===== config.mk =====
export PLATFORM = sky130hd
export DESIGN_NAME = sseg_display_arbiter
export DESIGN_NICKNAME = d
export VERILOG_FILES = /design/src/rtl/sseg_display_arbiter.sv
export SDC_FILE = /design/constraint.sdc
export NUM_CORES = 1
export LEC_CHECK = 0
export BUFFER_PORTS_ARGS = -buffer_cell sky130_fd_sc_hd__clkbuf_2
export CAP_MARGIN = 20
export CORE_MARGIN = 2
export CORE_UTILIZATION = 47
export DETAILED_ROUTE_END_ITERATION = 16
export PLACE_DENSITY_LB_ADDON = 0.15
export SLEW_MARGIN = 0
export SYNTH_ARGS = -nofsm -noshare
export SYNTH_HDL_FRONTEND = slang
export SYNTH_SLANG_ARGS = --single-unit

===== constraint.sdc =====
create_clock -name clk -period 1.9 [get_ports clk]
set_input_delay 0.38 -clock clk [delete_from_list [all_inputs] [get_ports clk]]
set_output_delay 0.38 -clock clk [all_outputs]
set_load 0.01 [all_outputs]

===== src/rtl/sseg_display_arbiter.sv =====
// sseg_display_arbiter: round-robin sharing of one 8-digit seven-segment display with min hold and blank gap.
// Optional SSEG_ARB_PRIORITY_EN makes requester 0 high priority.
module sseg_display_arbiter #(
  parameter int HOLD_CYCLES  = 50_000_000,
  parameter int BLANK_CYCLES = 2
) (
  input  logic        clk,
  input  logic        reset,
  input  logic [3:0]  req,
  input  logic [31:0] an_in,
  input  logic [31:0] sseg_in,
  output logic [3:0]  gnt,
  output logic [7:0]  an,
  output logic [7:0]  sseg
);
  localparam int TW = HOLD_CYCLES > 1 ? $clog2(HOLD_CYCLES) : 1;
  localparam int BW = BLANK_CYCLES > 1 ? $clog2(BLANK_CYCLES) : 1;
  localparam logic [1:0] IDLE = 2'd0, OWN = 2'd1, BLANK = 2'd2;
  localparam logic [TW-1:0] HOLD_LD = TW'(HOLD_CYCLES - 1);
  localparam logic [BW-1:0] BLANK_LD = BW'(BLANK_CYCLES - 1);

  logic [1:0]    state_q, state_d, last_q, last_d, win, idx;
  logic [3:0]    gnt_q, gnt_d;
  logic [TW-1:0] timer_q, timer_d;
  logic [BW-1:0] blank_q, blank_d;
  logic [7:0]    an_q, an_d, sseg_q, sseg_d;
  logic          win_vld, drop, do_arb;

  // Later iterations override earlier ones, so the nearest requester after last wins.
  always_comb begin
    win = last_q;
    idx = last_q;
    win_vld = |req;
    for (int k = 4; k >= 1; k--) begin
      idx = last_q + 2'(k);
      if (req[idx]) win = idx;
    end
`ifdef SSEG_ARB_PRIORITY_EN
    if (req[0]) win = 2'd0;
`endif
  end

  always_comb begin
    state_d = state_q;
    gnt_d   = gnt_q;
    last_d  = last_q;
    timer_d = timer_q;
    blank_d = blank_q;
    do_arb  = 1'b0;
    drop    = !req[last_q] || (timer_q == '0 && |(req & ~(4'b1 << last_q)));
`ifdef SSEG_ARB_PRIORITY_EN
    drop    = drop || (last_q != 2'd0 && req[0]);
`endif
    case (state_q)
      IDLE: do_arb = 1'b1;
      OWN: begin
        state_d = drop ? BLANK : OWN;
        gnt_d   = drop ? 4'b0 : gnt_q;
        blank_d = drop ? BLANK_LD : blank_q;
        timer_d = drop ? timer_q : (timer_q != '0 ? timer_q - 1'b1 : HOLD_LD);
      end
      BLANK: begin
        do_arb  = blank_q == '0;
        blank_d = blank_q != '0 ? blank_q - 1'b1 : blank_q;
      end
      default: begin
        state_d = IDLE;
        gnt_d   = 4'b0;
      end
    endcase
    if (do_arb) begin
      state_d = win_vld ? OWN : IDLE;
      gnt_d   = win_vld ? 4'b1 << win : 4'b0;
      last_d  = win_vld ? win : last_q;
      timer_d = win_vld ? HOLD_LD : timer_q;
    end
  end

  // Pass-through of the current owner's pattern; display data lags gnt by one cycle.
  always_comb begin
    an_d   = 8'hFF;
    sseg_d = 8'hFF;
    for (int i = 0; i < 4; i++) begin
      if (gnt_q[i]) begin
        an_d   = an_in[8*i +: 8];
        sseg_d = sseg_in[8*i +: 8];
      end
    end
  end

  always_ff @(posedge clk or posedge reset) begin
    if (reset) begin
      state_q <= IDLE;
      gnt_q   <= 4'b0;
      last_q  <= 2'd3;
      timer_q <= '0;
      blank_q <= '0;
      an_q    <= 8'hFF;
      sseg_q  <= 8'hFF;
    end else begin
      state_q <= state_d;
      gnt_q   <= gnt_d;
      last_q  <= last_d;
      timer_q <= timer_d;
      blank_q <= blank_d;
      an_q    <= an_d;
      sseg_q  <= sseg_d;
    end
  end

  assign gnt  = gnt_q;
  assign an   = an_q;
  assign sseg = sseg_q;
endmodule


==> results.json <==
{
  "outcome": "finished, violations left",
  "failed_checks": "setup timing",
  "cts_tree": "yes",
  "yosysSeqAreaShare_pct": 42.3,
  "crit_start": "last_q[0]$_DFFE_PP1P_",
  "die_height_um": 84.8,
  "ant_nets": 0,
  "cts_buffers": 5,
  "io_pins": 90,
  "ys_ff_latch": 51,
  "setup_viol": 26,
  "synth_top_area_share_pct": 26.9,
  "r2r_slack_ps": -130,
  "synth_area_leader_cell": "dfrtp_1",
  "dp_slack_ps": -149,
  "fp.dieArea_mm2": 0.00720,
  "reg2reg_to": "timer_q[10]$_DFFE_PP0P_",
  "synth.most_common_cell": "o21ai_0",
  "antenna_cells": 0,
  "vias": 3307,
  "yosysUniqueCellTypes": 59,
  "dr.pass1.iters": 4,
  "worst_slew_pin_slew_ps": 745,
  "globalRouteTotalUtil_pct": 25.7,
  "final.setup.tns_ps": -1480,
  "postSynthCellCount": 322,
  "reg2regPathDepth": 7,
  "rows": 29,
  "synth_area_leaders": "dfrtp_1, dfstp_2, mux2_2",
  "syn_avg_cell_area_um2": 9.54,
  "drt_wl_total_mm": 10.1,
  "grt_pass1_vias": 3126,
  "core_area_mm2": 0.00635,
  "crit_type": "reg -> reg",
  "grt_max_degree": 35,
  "finClkSkew_ps": 3.24,
  "placed_area_mm2": 0.00409,
  "dp.cells": 534,
  "slowest_delay_ps": 600,
  "slew_headroom_pct": 49.7,
  "grt_pass1_wl_mm": 14.8,
  "fin_ws_ps": -126,
  "rsz0062_at_grt": "true",
  "total_power_mw": 7.11,
  "htree_levels": 2,
  "layout-drive-gt1-share_pct": 59.2,
  "critPathLaunchType": "register",
  "syn_area_mm2": 0.00307,
  "cp.arrival_ps": 2220,
  "slowest_stage": "dfstp_2",
  "clkLatencyLatePin_ps": 310,
  "cap_violations": 0,
  "grt_antenna_before_repair": 0,
  "viasPerCell": 5.91,
  "required_ps": 2100,
  "r2r_start": "last_q[0]$_DFFE_PP1P_",
  "ys.flop_type": "dfrtp_1",
  "min_period_ps": 2030,
  "dieWidth_um": 84.8,
  "finalMaxSlewViolations": 0,
  "hold_viol": 0,
  "endpoint_kind": "register",
  "dpl.hpwl_mm": 6.51,
  "area_growth_pct": 55.4,
  "post-route-period-util_pct": 107,
  "p_per_area_mw_per_mm2": 1490,
  "cts.sinks": 51,
  "drcViolationCount": 0,
  "synth_commonest_cells": "o21ai_0, dfrtp_1, nand2_1",
  "io_buffers": 89,
  "critPathMaxFanout": 5,
  "crit_end": "timer_q[10]$_DFFE_PP0P_",
  "p_leak_nw": 2.05,
  "fin_nets": 558,
  "ir_drop_mv": 0.938,
  "grt-ovfl-total": 0,
  "drtIter0Drc": 204,
  "design_area_mm2": 0.00477,
  "gp_congestion": 0.862,
  "syn_nets": 398,
  "root_buffer": "clkbuf_8",
  "cp_cell_sequence": "buf_4 -> ha_4 -> o2111ai_4 -> a31oi_4 -> nor2_4 -> buf_6 -> a221o_1",
  "cts_buffer_depth": 2,
  "fmax_ghz": 0.493,
  "post_drt_wl_per_cell_um": 18.0,
  "initial_utilization_pct": 48.4,
  "hold_path.class": "in -> async",
  "clk_pin_slew_ps": 90,
  "synth_warnings": 0,
  "async_reset_ff_share_pct": 100,
  "synth_edf_count": 0,
  "fin_cells": 560
}
==> area by class of cell <==
cell class	instances	area, um2
clock buffer	7	97.6
multi-input combinational	237	2040
inverter	13	53.8
fill	436	1580
clock inverter	1	30.0
sequential	51	1300
timing repair buffer	174	1160
tap	77	96.3
==> cells in the final DEF, fill, tap and decap left out, types with 3 or more instances in the layout <==
| master | count |
|---|---|
| o22ai_2 | 4 |
| o21ai_1 | 8 |
| o211a_1 | 3 |
| o22ai_1 | 22 |
| nand3_1 | 3 |
| mux2_2 | 18 |
| o41ai_2 | 6 |
| buf_12 | 3 |
| buf_6 | 9 |
| clkbuf_8 | 5 |
| a21oi_1 | 4 |
| o31ai_1 | 3 |
| o31ai_2 | 5 |
| nor2_1 | 10 |
| nand2b_1 | 4 |
| dfrtp_1 | 33 |
| inv_2 | 4 |
| buf_4 | 72 |
| nand2_1 | 27 |
| a21oi_2 | 4 |
| clkbuf_2 | 89 |
| ha_4 | 4 |
| nor3_1 | 10 |
| o2bb2ai_1 | 3 |
| dfstp_2 | 18 |
| nor4_4 | 3 |
| inv_1 | 6 |
| o21ai_0 | 26 |
| nand2b_4 | 5 |
==> how the worst min path moves through the flow <==
stage / from / endpoint / slack, ps
final: reset / timer_q[21]$_DFFE_PP0P_ / 60
after detailed placement: reset / timer_q[21]$_DFFE_PP0P_ / 400
after global placement: reset / timer_q[21]$_DFFE_PP0P_ / 400
after global routing: reset / timer_q[11]$_DFFE_PP0P_ / 90
after CTS: reset / timer_q[11]$_DFFE_PP0P_ / 60
after floorplan: timer_q[25]$_DFFE_PP0P_ / timer_q[25]$_DFFE_PP0P_ / 450
==> worst max-delay path: cells and delay by family (launching register included) <==
family                   cells  cell delay (ps)
AO/OA/AOI/OAI                3              800
adder cells (fa/ha/maj)      1              140
buffers and inverters        2              290
flip-flops                   1              600
AND/OR/NAND/NOR              1               80
==> repair_timing <==
action | CTS | global route
resized for setup | 36 | 53
hold buffers | 0 | 0
gates cloned | 1 | 0
buffers inserted | 6 | 12
pin swaps | 15 | 16
setup endpoints to repair | 28 | 33
==> through the flow <==
step | hold WS [ps] | util, %
after floorplan | 454 | -
after global placement | 395 | 64.4
after detailed placement | 397 | 64.4
after CTS | 56.9 | 70.0
after global routing | 86.5 | 75.2
final | 61.8 | 75.2
==> kinds of logic after synthesis <==
kind of cell	after synthesis	share of synthesized area, %
adder cells (fa/ha/maj)	6	2.44
flip-flops	51	42.3
AND/OR/NAND/NOR	91	16.7
buffers and inverters	34	4.85
AO/OA/AOI/OAI	121	26.4
multiplexers	19	7.33
==> power breakdown <==
part | switching [mW] | internal, mW | leakage [nW]
sequential | 0.314 | 1.63 | 0.555
clock | 0.372 | 0.474 | 0.0636
combinational | 2.19 | 2.14 | 1.43
==> registers in the layout, summed over array words and instances (netlist names) <==
name / flops
timer_q: 26
last_q: 2
gnt: 4
sseg: 8
blank_q: 1
state_q: 2
an: 8
==> per-layer routing <==
layer | share of wire (%) | vias up | wire, um | GRT usage (%)
met5 | 0 | - | 0 | 0
met4 | 2.6 | 0 | 262 | 7.22
met3 | 4.9 | 27 | 498 | 4.77
met2 | 52 | 120 | 5240 | 44.2
met1 | 40 | 1606 | 4070 | 33.4
li1 | - | 1554 | - | -
Note: power is estimated with default switching activity, not from simulation.
